`src/rtl/cnn_conv_classifier.sv`:
```
// cnn_conv_classifier: binary-weight KxK convolution + ReLU + sum-pool per channel, argmax over channels; ports CLK/RST (async high), START in, IMGIN/WGT data in, BUSY/DONE status out, OUT/SCORE winning class and score out
module cnn_conv_classifier #(
  parameter int IMG_W = 10,
  parameter int IMG_H = 20,
  parameter int K = 3,
  parameter int NCH = 10,
  localparam int OUT_W = $clog2(NCH),
  localparam int NW = (IMG_H-K+1)*(IMG_W-K+1),
  localparam int SW = $clog2(K*K*NW+1)
) (
  input  logic                   CLK,
  input  logic                   RST,
  input  logic                   START,
  input  logic [IMG_W*IMG_H-1:0] IMGIN,
  input  logic [NCH*K*K-1:0]     WGT,
  output logic                   BUSY,
  output logic                   DONE,
  output logic [OUT_W-1:0]       OUT,
  output logic [SW-1:0]          SCORE
);
  localparam int XW = $clog2(IMG_W+1);
  localparam int YW = $clog2(IMG_H+1);
  localparam int PW = $clog2(IMG_W*IMG_H+1);
  localparam int WW = $clog2(NCH*K*K+1);
  localparam int CW = $clog2(K*K+1);
  typedef enum logic [1:0] {IDLE, CONV, FIN} state_t;
  state_t state_q, state_d;
  logic [IMG_W*IMG_H-1:0] img_q, img_d;
  logic [NCH*K*K-1:0] wgt_q, wgt_d;
  logic [OUT_W-1:0] ch_q, ch_d, bidx_q, bidx_d, out_q, out_d;
  logic [YW-1:0] y_q, y_d;
  logic [XW-1:0] x_q, x_d;
  logic [SW-1:0] acc_q, acc_d, best_q, best_d, score_q, score_d;
  logic [CW-1:0] p, n, r;
  logic [PW-1:0] pi;
  logic [WW-1:0] wi;
  logic [SW-1:0] s, nb;
  logic [OUT_W-1:0] ni;
  logic upd;
  // p counts lit pixels under +1 weights, n under -1 weights; v = p - n
  always_comb begin
    p = '0;
    n = '0;
    pi = '0;
    wi = '0;
    for (int i = 0; i < K; i++)
      for (int j = 0; j < K; j++) begin
        pi = PW'((int'(y_q)+i)*IMG_W + int'(x_q) + j);
        wi = WW'(int'(ch_q)*K*K + i*K + j);
        p = p + CW'(img_q[pi] & wgt_q[wi]);
        n = n + CW'(img_q[pi] & ~wgt_q[wi]);
      end
    r = (p > n) ? p - n : '0;
    s = acc_q + SW'(r);
    upd = (ch_q == '0) || (s > best_q);
    nb = upd ? s : best_q;
    ni = upd ? ch_q : bidx_q;
  end
  always_comb begin
    state_d = state_q;
    img_d = img_q;
    wgt_d = wgt_q;
    ch_d = ch_q;
    y_d = y_q;
    x_d = x_q;
    acc_d = acc_q;
    best_d = best_q;
    bidx_d = bidx_q;
    out_d = out_q;
    score_d = score_q;
    if (START && state_q != CONV) begin
      state_d = CONV;
      img_d = IMGIN;
      wgt_d = WGT;
      ch_d = '0;
      y_d = '0;
      x_d = '0;
      acc_d = '0;
      best_d = '0;
      bidx_d = '0;
    end else if (state_q == CONV) begin
      acc_d = s;
      x_d = x_q + 1'b1;
      if (x_q == XW'(IMG_W-K)) begin
        x_d = '0;
        y_d = y_q + 1'b1;
        if (y_q == YW'(IMG_H-K)) begin
          y_d = '0;
          acc_d = '0;
          best_d = nb;
          bidx_d = ni;
          ch_d = ch_q + 1'b1;
          if (ch_q == OUT_W'(NCH-1)) begin
            ch_d = '0;
            state_d = FIN;
            out_d = ni;
            score_d = nb;
          end
        end
      end
    end else if (state_q == FIN) state_d = IDLE;
  end
  always_ff @(posedge CLK or posedge RST)
    if (RST) begin
      state_q <= IDLE;
      img_q <= '0;
      wgt_q <= '0;
      ch_q <= '0;
      y_q <= '0;
      x_q <= '0;
      acc_q <= '0;
      best_q <= '0;
      bidx_q <= '0;
      out_q <= '0;
      score_q <= '0;
    end else begin
      state_q <= state_d;
      img_q <= img_d;
      wgt_q <= wgt_d;
      ch_q <= ch_d;
      y_q <= y_d;
      x_q <= x_d;
      acc_q <= acc_d;
      best_q <= best_d;
      bidx_q <= bidx_d;
      out_q <= out_d;
      score_q <= score_d;
    end
  assign BUSY = state_q == CONV;
  assign DONE = state_q == FIN;
  assign OUT = out_q;
  assign SCORE = score_q;
endmodule

```
`config.mk`:
```
export PLATFORM = sky130hd
export DESIGN_NAME = cnn_conv_classifier
export DESIGN_NICKNAME = d
export VERILOG_FILES = /design/src/rtl/cnn_conv_classifier.sv
export SDC_FILE = /design/constraint.sdc
export NUM_CORES = 2
export LEC_CHECK = 0
export BUFFER_PORTS_ARGS = -buffer_cell sky130_fd_sc_hd__buf_4
export CAP_MARGIN = 20
export CORE_MARGIN = 2
export CORE_UTILIZATION = 60
export DETAILED_ROUTE_END_ITERATION = 8
export HOLD_SLACK_MARGIN = 0.15
export PLACE_DENSITY = 0.81
export SETUP_SLACK_MARGIN = 0.1
export SYNTH_ARGS = -nofsm -noshare
export SYNTH_HDL_FRONTEND = slang
export SYNTH_SLANG_ARGS = --single-unit
export TNS_END_PERCENT = 20
```
`constraint.sdc`:
```
create_clock -name CLK -period 15 [get_ports CLK]
set_clock_uncertainty 0.1 [all_clocks]
set_input_delay 1.5 -clock CLK [delete_from_list [all_inputs] [get_ports CLK]]
set_output_delay 1.5 -clock CLK [all_outputs]
set_load 0.01 [all_outputs]
```
==> results_dict.tcl <==
set metrics [dict create \
    netlist_instances 3043 \
    routed_via_density 6.75 \
    synth_edf_count 0 \
    start_util 0.610 \
    antenna_found_initial 0 \
    ctsHtreeMaxLevel 2 \
    die_y_um 230 \
    slowest_delay_ns 0.94 \
    clk_pin_slew_ns 0.06 \
    hpwlAfterDp_um 73000 \
    io-pin-count 310 \
    synth_seq_cells 346 \
    yosysTopAreaCell "dfrtp_1" \
    clk_latency_ns 0.59 \
    avgSynthCellArea_um2 10.1 \
    ys_top_cells_by_count "nand2_1, mux4_2, dfrtp_1" \
    path_max_fanout 39 \
    clockBufferDepth 3 \
    dp_cells 3863 \
    syn_area_mm2 0.0307 \
    seqPwrFrac 0.400 \
    tritoncts "done" \
    end_kind "flop" \
    overflow 0 \
    worstMarginPinSlew_ns 1.10 \
    crit_path_top_delay_cell "fa_1" \
    fin_util 0.693 \
    grt_setup_unrepaired "no" \
    routedWlPerCell_um 24.9 \
    maxCapViolCount 0 \
    report.final.hold_viol_count 0 \
    cp.required_ns 15.40 \
    rows 82 \
    ant_nets 0 \
    drt_iter0_markers 3293 \
    p_sw_mw 0.745 \
    n_fill_cell 3661 \
    synthFlopType "dfrtp_1" \
    postCtsSetupBuffers 0 \
    num_vias 26582 \
    clockPowerShare 0.402 \
    finalWeightedCongestion 1.08 \
    combPwrFrac 0.198 \
    hp-class "reg -> reg" \
    leakage_nw 15.9 \
    diodes 0 \
    synth.area.top_cells "dfrtp_1, mux4_2, nand2_1, mux2i_1, ha_1" \
    fin_crit_sh 0.883 \
    syn-num-nets 3434 \
    p_int_mw 1.92 \
    slew_headroom 0.265 \
    drt_pre_antenna_iters 6 \
    slew_violations 0 \
    finalSetupViolations 0 \
    clock-sinks 346 \
    period_needed_ns 13.25 \
    cts_root_buf "clkbuf_16" \
    yosysSeqAreaShare 0.282 \
    max_freq_mhz 75.5 \
    num-nets-final 3626 \
    synth.distinct_cells 81 \
    yosysMostFrequentCell "nand2_1" \
    hold_buffers 0 \
    cts_buffers 38 \
    ys_warn_count 0 \
    grt_max_degree 129 \
    critPathKind "reg -> reg" \
    power_density_mw_per_mm2 76.5 \
    die-area_mm2 0.0529 \
    areaGrowthSynthToFinish_pct 13.6 \
    die_x_um 230 \
    switching_share 0.280 \
    async_reset_ff_frac 1.00 \
    cp-start-kind "flop" \
    stdcell_count 3936 \
    drive_gt1_frac 0.268 \
    core_region_area_mm2 0.0503 \
    status "finished clean" \
    port-buffer-count 309 \
    cts_resized 0 \
    critPathArrivalTime_ns 13.65 \
    vdd_ir_drop_max_uv 78.4 \
    tns_ns 0 \
    netlist.area_leader.share 0.282 \
    grt_usage 0.374 \
    route.detailed.drc 0 \
    routed_wl_um 97900 \
    crit_top_cell "fa_1" \
    grt_pass1_vias 26329 \
    grt_pass1_wl_um 153000 \
]
[metrics by stage]
step	hold slack (ns)	cell area, um2	power, mW	worst slack, ns
global placement	0.373	33300	1.57	2.48
floorplan	0.354	30700	1.40	3.37
global route	0.419	34800	2.77	1.28
detailed placement	0.376	33300	1.60	2.18
CTS	0.388	34800	2.66	2.05
finish	0.377	34800	2.67	1.75
[state kept, by name (all words and copies together) (netlist names)]
| register | cells |
|---|---|
| img_q | 200 |
| bidx_q | 4 |
| acc_q | 11 |
| best_q | 11 |
| OUT | 4 |
| wgt_q | 90 |
| SCORE | 11 |
| y_q | 5 |
| state_q | 2 |
| ch_q | 4 |
| x_q | 4 |
[cell type report]
cell class	count	area [um2]	share of cell area
tap	672	841	0.0241
clock buffer	45	1020	0.0292
timing repair buffer	356	2710	0.0779
multi-input combinational	2425	20900	0.601
clock inverter	24	407	0.0117
inverter	68	263	0.00754
sequential	346	8670	0.249
[cells by family (layout without fill, tap and decap cells)]
group                      Yosys count  in the layout  share of synthesized area
AOI/OAI and AO/OA                  379            379                     0.0821
xor gates and xnor gates           124            124                     0.0477
and+or+nand+nor                   1266           1266                      0.170
buffers and inverters              272            493                     0.0390
DFF                                346            346                      0.282
adders and majority gates           98             98                     0.0449
muxes                              558            558                      0.334
[layout by cell type, fill, tap and decap left out, types with 10 or more instances in the layout]
cell type and n:
nand2_1 1003, mux4_2 360, buf_4 352, dfrtp_1 344, mux2i_1 156, a21oi_1 96
o21ai_0 75, ha_1 75, nor2_1 69, inv_1 64, xnor2_1 53, a211oi_1 51
nand3_1 43, nor2b_1 43, clkbuf_16 38, xor2_1 36, mux2_2 35, nor3_1 26
a22o_1 24, a31oi_1 20, fa_1 20, a21o_1 17, o211ai_1 17, nand4_1 14
and2_1 12, xor2_2 11, xnor2_4 11, and3_1 10, bufinv_16 10
[worst max-delay path, delay by kind of cell (launching register included)]
family                   cells  cell delay (ns)
buffers and inverters        6             1.47
AO/OA/AOI/OAI                9             2.17
XOR/XNOR                     3             0.76
multiplexers                 4             1.39
AND/OR/NAND/NOR              8             1.78
flip-flops                   1             0.53
adder cells (fa/ha/maj)     11             4.94
[per-layer routing]
layer	part of all wire	routed length [um]	vias up	track usage
met3	0.090	8840	402	0.0661
met2	0.49	48000	1697	0.631
met5	0	0	-	0
li1	-	-	11440	-
met1	0.36	35300	13043	0.473
met4	0.059	5750	0	0.171
[power by group through the flow]
stage          Combinational, mW  Sequential, mW  Clock, mW
2_1_floorplan              0.356            1.05          0
3_3_place_gp               0.499            1.07          0
3_5_place_dp               0.519            1.08          0
4_1_cts                    0.525            1.06       1.08
5_1_grt                    0.580            1.07       1.12
6_report                   0.529            1.07       1.07
[path summary, 6_finish.rpt]
kind                            cells past startpoint  slack, ns    from   endpoint
worst max-delay path                               41       1.75  y_q[0]  best_q[7]
worst min-delay path                                2       0.38  OUT[2]     OUT[2]
worst max register to register                     41       1.75  y_q[0]  best_q[7]
worst min register to register                      2       0.38  OUT[2]     OUT[2]
max in group asynchronous                           4      11.45     RST    ch_q[0]
min in group asynchronous                           2       1.00     RST  img_q[28]
(Power assumes the default switching activity.)
